<file path="config.mk">
export PLATFORM = sky130hd
export DESIGN_NAME = reservation_station
export DESIGN_NICKNAME = d
export VERILOG_FILES = /design/src/rtl/ooo_pkg.sv /design/src/rtl/rs_age_select.sv /design/src/rtl/reservation_station.sv
export SDC_FILE = /design/constraint.sdc
export NUM_CORES = 2
export LEC_CHECK = 0
export BUFFER_PORTS_ARGS = -buffer_cell sky130_fd_sc_hd__clkbuf_2
export CAP_MARGIN = 20
export CELL_PAD_IN_SITES_DETAIL_PLACEMENT = 1
export CELL_PAD_IN_SITES_GLOBAL_PLACEMENT = 2
export CORE_UTILIZATION = 33
export DETAILED_ROUTE_END_ITERATION = 6
export PLACE_DENSITY_LB_ADDON = 0.1
export SKIP_LAST_GASP = 1
export SLEW_MARGIN = 30
export SYNTH_ARGS = -nofsm -noshare
export SYNTH_HDL_FRONTEND = slang
export SYNTH_HIERARCHICAL = 1
export SYNTH_SLANG_ARGS = --single-unit
</file>
<file path="constraint.sdc">
create_clock -name i_clk -period 4.4 [get_ports i_clk]
set_input_delay 0.44 -clock i_clk [delete_from_list [all_inputs] [get_ports i_clk]]
set_output_delay 0.44 -clock i_clk [all_outputs]
set_load 0.01 [all_outputs]
</file>
<file path="src/rtl/ooo_pkg.sv">
// ooo_pkg
// Shared constants and types for the out-of-order core slice.
//   rs_op    : one source operand {valid, ROB tag, value}
//   rs_entry : one reservation-station slot (busy, operands, dst tag, opcode, age)
//   rs_issue : packet handed to the execution unit
//   op_capture(): CDB snoop on one operand, shared by wakeup and alloc bypass
package ooo_pkg;

  localparam int REG_SIZE  = 64;
  localparam int GPR_COUNT = 32;
  localparam int ROB_SIZE  = 8;
  localparam int TAG_SIZE  = $clog2(ROB_SIZE);
  localparam int OPC_SIZE  = 6;
  // Age field width; covers stations of up to 16 entries.
  localparam int AGE_SIZE  = 4;

  typedef struct packed {
    logic                valid;
    logic [TAG_SIZE-1:0] tag;
    logic [REG_SIZE-1:0] value;
  } rs_op;

  typedef struct packed {
    logic                busy;
    rs_op                op1;
    rs_op                op2;
    logic [TAG_SIZE-1:0] dst_tag;
    logic [OPC_SIZE-1:0] opcode;
    logic [AGE_SIZE-1:0] age;
  } rs_entry;

  typedef struct packed {
    logic [REG_SIZE-1:0] op1;
    logic [REG_SIZE-1:0] op2;
    logic [TAG_SIZE-1:0] dst_tag;
    logic [OPC_SIZE-1:0] opcode;
  } rs_issue;

  // A waiting operand whose tag matches the broadcast takes the CDB value.
  function automatic rs_op op_capture(input rs_op op, input logic cdb_valid,
                                      input logic [TAG_SIZE-1:0] cdb_tag,
                                      input logic [REG_SIZE-1:0] cdb_value);
    rs_op r;
    r = op;
    if (!op.valid && cdb_valid && (op.tag == cdb_tag)) begin
      r.valid = 1'b1;
      r.value = cdb_value;
    end
    return r;
  endfunction

endpackage

</file>
<file path="src/rtl/rs_age_select.sv">
// rs_age_select
// Combinational oldest-ready picker. Ages of busy entries are unique, so at
// most one entry is the minimum among busy && ready ones.
//   i_busy, i_ready : per-entry flags
//   i_age           : per-entry age (0 = oldest)
//   o_onehot        : selected entry
//   o_valid         : some entry is selectable
module rs_age_select
  import ooo_pkg::*;
#(
  parameter int N = 4
) (
  input  logic [N-1:0]        i_busy,
  input  logic [N-1:0]        i_ready,
  input  logic [AGE_SIZE-1:0] i_age [N],
  output logic [N-1:0]        o_onehot,
  output logic                o_valid
);

  logic [N-1:0] cand;

  always_comb begin
    cand     = i_busy & i_ready;
    o_onehot = '0;
    for (int i = 0; i < N; i++) begin
      o_onehot[i] = cand[i];
      for (int j = 0; j < N; j++) begin
        if (j != i && cand[j] && (i_age[j] < i_age[i])) o_onehot[i] = 1'b0;
      end
    end
    o_valid = |cand;
  end

endmodule

</file>
<file path="src/rtl/reservation_station.sv">
// reservation_station
// Holds dispatched ops until both operands are valid, snoops the CDB by ROB
// tag, and issues the oldest ready op over a valid/ready handshake.
// Optional: define RS_DEBUG_EN to add o_debug, a registered copy of all entries.
//   i_clk, i_reset (sync, active-high), i_flush : clock / reset / mispredict flush
//   i_alloc_*  / o_alloc_ready                  : allocation from dispatch
//   i_cdb_*                                     : result broadcast
//   o_issue_* / i_issue_ready                   : issue to execution unit
//   o_count                                     : busy entries (registered)
module reservation_station
  import ooo_pkg::*;
#(
  parameter  int RS_SIZE  = 4,
  parameter  int ROB_SIZE = 8,
  parameter  int REG_SIZE = 64,
  parameter  int OPC_SIZE = 6,
  localparam int TAG_SIZE = $clog2(ROB_SIZE),
  localparam int CNT_W    = $clog2(RS_SIZE + 1)
) (
  input  logic                i_clk,
  input  logic                i_reset,
  input  logic                i_flush,
  input  logic                i_alloc_valid,
  output logic                o_alloc_ready,
  input  rs_op                i_alloc_op1,
  input  rs_op                i_alloc_op2,
  input  logic [TAG_SIZE-1:0] i_alloc_dst_tag,
  input  logic [OPC_SIZE-1:0] i_alloc_opcode,
  input  logic                i_cdb_valid,
  input  logic [TAG_SIZE-1:0] i_cdb_tag,
  input  logic [REG_SIZE-1:0] i_cdb_value,
  output logic                o_issue_valid,
  input  logic                i_issue_ready,
  output logic [REG_SIZE-1:0] o_issue_op1,
  output logic [REG_SIZE-1:0] o_issue_op2,
  output logic [TAG_SIZE-1:0] o_issue_dst_tag,
  output logic [OPC_SIZE-1:0] o_issue_opcode,
  output logic [CNT_W-1:0]    o_count
`ifdef RS_DEBUG_EN
  ,
  output rs_entry             o_debug [RS_SIZE]
`endif
);

  localparam int IDX_W = (RS_SIZE > 1) ? $clog2(RS_SIZE) : 1;

  rs_entry             ent_q [RS_SIZE];
  rs_entry             ent_d [RS_SIZE];
  logic [CNT_W-1:0]    count_q;
  logic                lock_q;
  logic [IDX_W-1:0]    lock_idx_q;

  logic [RS_SIZE-1:0]  busy_vec;
  logic [RS_SIZE-1:0]  ready_vec;
  logic [AGE_SIZE-1:0] age_vec [RS_SIZE];
  logic [RS_SIZE-1:0]  pick_onehot;
  logic                pick_valid;
  logic [IDX_W-1:0]    pick_idx;
  logic [IDX_W-1:0]    sel_idx;
  logic [IDX_W-1:0]    free_idx;
  logic                free_found;
  logic                issue_fire;
  logic                alloc_fire;
  rs_issue             issue_pkt;

  always_comb begin
    for (int i = 0; i < RS_SIZE; i++) begin
      busy_vec[i]  = ent_q[i].busy;
      ready_vec[i] = ent_q[i].op1.valid && ent_q[i].op2.valid;
      age_vec[i]   = ent_q[i].age;
    end
  end

  rs_age_select #(.N(RS_SIZE)) u_select (
    .i_busy   (busy_vec),
    .i_ready  (ready_vec),
    .i_age    (age_vec),
    .o_onehot (pick_onehot),
    .o_valid  (pick_valid)
  );

  always_comb begin
    pick_idx = '0;
    for (int i = 0; i < RS_SIZE; i++) begin
      if (pick_onehot[i]) pick_idx = IDX_W'(i);
    end
  end

  // Scan downward so the lowest free index wins.
  always_comb begin
    free_idx   = '0;
    free_found = 1'b0;
    for (int i = RS_SIZE - 1; i >= 0; i--) begin
      if (!ent_q[i].busy) begin
        free_idx   = IDX_W'(i);
        free_found = 1'b1;
      end
    end
  end

  // A stalled packet keeps its entry until accepted, even if an older entry
  // wakes up meanwhile, so the offered packet never changes under the consumer.
  assign sel_idx       = lock_q ? lock_idx_q : pick_idx;
  assign o_issue_valid = !i_flush && !i_reset && (lock_q || pick_valid);
  assign o_alloc_ready = (count_q != CNT_W'(RS_SIZE));
  assign issue_fire    = o_issue_valid && i_issue_ready;
  assign alloc_fire    = i_alloc_valid && o_alloc_ready && !i_flush && free_found;

  always_comb begin
    issue_pkt.op1     = ent_q[sel_idx].op1.value;
    issue_pkt.op2     = ent_q[sel_idx].op2.value;
    issue_pkt.dst_tag = ent_q[sel_idx].dst_tag;
    issue_pkt.opcode  = ent_q[sel_idx].opcode;
  end

  assign o_issue_op1     = issue_pkt.op1;
  assign o_issue_op2     = issue_pkt.op2;
  assign o_issue_dst_tag = issue_pkt.dst_tag;
  assign o_issue_opcode  = issue_pkt.opcode;
  assign o_count         = count_q;

  always_comb begin
    for (int i = 0; i < RS_SIZE; i++) begin
      ent_d[i] = ent_q[i];
      if (ent_q[i].busy) begin
        ent_d[i].op1 = op_capture(ent_q[i].op1, i_cdb_valid, i_cdb_tag, i_cdb_value);
        ent_d[i].op2 = op_capture(ent_q[i].op2, i_cdb_valid, i_cdb_tag, i_cdb_value);
      end
      if (issue_fire) begin
        if (IDX_W'(i) == sel_idx) begin
          ent_d[i].busy = 1'b0;
        end else if (ent_q[i].busy && (ent_q[i].age > ent_q[sel_idx].age)) begin
          ent_d[i].age = ent_q[i].age - 1'b1;
        end
      end
    end
    // The free slot comes from registered busy, so a slot vacated by this
    // cycle's issue is never the target here.
    if (alloc_fire) begin
      ent_d[free_idx].busy    = 1'b1;
      ent_d[free_idx].op1     = op_capture(i_alloc_op1, i_cdb_valid, i_cdb_tag, i_cdb_value);
      ent_d[free_idx].op2     = op_capture(i_alloc_op2, i_cdb_valid, i_cdb_tag, i_cdb_value);
      ent_d[free_idx].dst_tag = i_alloc_dst_tag;
      ent_d[free_idx].opcode  = i_alloc_opcode;
      ent_d[free_idx].age     = AGE_SIZE'(count_q) - AGE_SIZE'(issue_fire);
    end
  end

  always_ff @(posedge i_clk) begin
    if (i_reset || i_flush) begin
      for (int i = 0; i < RS_SIZE; i++) ent_q[i] <= '0;
      count_q    <= '0;
      lock_q     <= 1'b0;
      lock_idx_q <= '0;
    end else begin
      for (int i = 0; i < RS_SIZE; i++) ent_q[i] <= ent_d[i];
      count_q    <= count_q + CNT_W'(alloc_fire) - CNT_W'(issue_fire);
      lock_q     <= o_issue_valid && !i_issue_ready;
      lock_idx_q <= sel_idx;
    end
  end

`ifdef RS_DEBUG_EN
  always_ff @(posedge i_clk) begin
    for (int i = 0; i < RS_SIZE; i++) begin
      if (i_reset) o_debug[i] <= '0;
      else         o_debug[i] <= ent_q[i];
    end
  end
`endif

endmodule

</file>
==> qor.yml <==
final_cells: 5122
synth_cells: 3690
netlist_area_um2: 31900
first_global_vias: 32911
p_leak_nw: 14.9
vias: 31133
dr.first_iter.drc_count: 2387
p_total_mw: 12.9
initial_core_util_pct: 33.5
fmax_ghz: 0.227
die_y_um: 313
rsz0062_at_grt: "true"
worstPathArrival_ps: 3960
drt-met1-wl_um: 60900
r2r_setup_slack_ps: 260
grt_max_degree: 201
firstDrtPassIters: 7
cts-htree-levels: 3
cts.root.buffer_cell: "clkbuf_16"
yosysWarnings: 6
dp_cells: 4938
clockBufferDepth: 3
grt_util_all_layers_pct: 27.6
drtAntennaViolNets: 0
fin_crit_sh_pct: 99.9
final_area_um2: 38100
io_buffer_count: 359
syn-num-nets: 3950
die_width_um: 313
crit_type: "reg -> out"
crit_fanout: 6
hold_violations: 0
slew_violations: 0
globalRouteOverflowTotal: 0
crit_path_start_kind: "flip-flop"
dp_hpwl_um: 80900
finalSetupTns_ps: 0
post-route-util_pct: 39.9
irDropWorstVdd_mv: 0.215
viasPerCell: 6.08
area_growth_pct: 19.2
dr_wl_met2_um: 67600
highest_layer: "met5"
cts_buffers: 77
drv_cap: 0
tightest_slew_ps: 1090
grt_pass1_wl_um: 210000
p_per_area_nw_per_um2: 340
crit_required_ps: 3960
nNetsFinal: 4052
outcome: "finished, final reports clean"
gp_congestion: 0.856
routedWlPerCell_um: 27.3
clock_latency_ps: 650
cts.sinks: 606
wirelength_um: 140000
setup_violations: 0
cts_tree: "yes"
finClkSkew_ps: 21.9
post-route-min-period_ps: 4400
critPathCaptureType: "output pin"
drive_gt1_share_pct: 17.3
io_pins: 360
syn_avg_cell_area_um2: 8.65
hp-class: "in -> reg"
antenna_found_initial: 21
num_rows: 113
relSlewSlack_pct: 27.6
wl_met3_um: 7330
placed_area_um2: 34800
coreArea_um2: 95400
dieArea_um2: 98000
drc: 0
clkTransAtPathRegs_ps: 60
==> power by group <==
group          internal [mW]  switching, mW  total [mW]
Clock                   3.81           2.64        6.45
Sequential              5.54         0.0333        5.57
Combinational          0.291          0.628       0.919
Total                   9.65           3.30        12.9
==> path summary, 6_finish.rpt <==
kind,from,to,cells past startpoint
worst max-delay path,ent_q[2][3],o_issue_op2[63],11
worst min-delay path,i_alloc_dst_tag[1],flip-flop,3
worst min register to register,flip-flop,flip-flop,2
worst max register to register,ent_q[1][3],ent_q[2][1],17
==> cells in the final DEF, fill, tap and decap left out, types with 10 or more instances in the layout <==
master and instances:
nand4_1 10, xnor2_1 25, buf_4 66, nand3_1 15
ha_1 35, a211oi_1 1035, buf_12 37, nor2_1 17
clkbuf_8 22, a222oi_1 137, nor2b_1 516, nor3_1 16
inv_1 30, a21oi_1 77, xor2_1 20, o21ai_0 12
nand2_1 415, dfxtp_1 596, clkbuf_2 356, mux2i_1 130
clkbuf_1 20, clkbuf_16 84
==> critical path, cell delays in order, from the launching register on <==
cell	delay, ps
dfxtp_2	380
inv_1	130
ha_1	350
a21oi_1	210
nand4_1	150
and3_4	230
nor3b_2	180
or2_4	330
buf_12	160
a222oi_1	870
nand2_1	130
clkbuf_2	180
==> layer usage <==
| metal | GRT usage (%) | vias to the layer above |
|---|---|---|
| li1 | - | 14108 |
| met1 | 34.6 | 15994 |
| met2 | 47.4 | 791 |
| met3 | 4.95 | 216 |
| met4 | 9.62 | 24 |
| met5 | 0 | - |
==> layout make-up <==
cell class                 instances  area, um^2
fill                           10950       57400
multi-input combinational       2595       18200
sequential                       606       12100
timing repair buffer             480        3480
clock buffer                     122        2380
tap                             1265        1580
clock inverter                    14         145
inverter                          32         120
antenna                            8        20.0
==> metrics by stage <==
stage / hold WS, ps / worst slack (ps)
2_1_floorplan: 436 / 130
3_3_place_gp: 442 / 304
3_5_place_dp: 449 / 143
4_1_cts: 17.8 / -12.4
5_1_grt: 44.6 / -36.0
6_report: 67.2 / 4.11
==> flip-flops by register name (all words and copies together), names as in the netlist, named ones only <==
name / cells
ent_q: 540
lock_q: 1
lock_idx_q: 2
o_count: 3
==> repair_timing <==
action                     CTS  global route
hold endpoints to repair     1             0
setup endpoints to repair  114           135
resized for setup           21            31
cloned                       8             4
pin swaps                   11            24
hold buffers                 1             0
setup buffers               18            11
(Power assumes the default switching activity.)
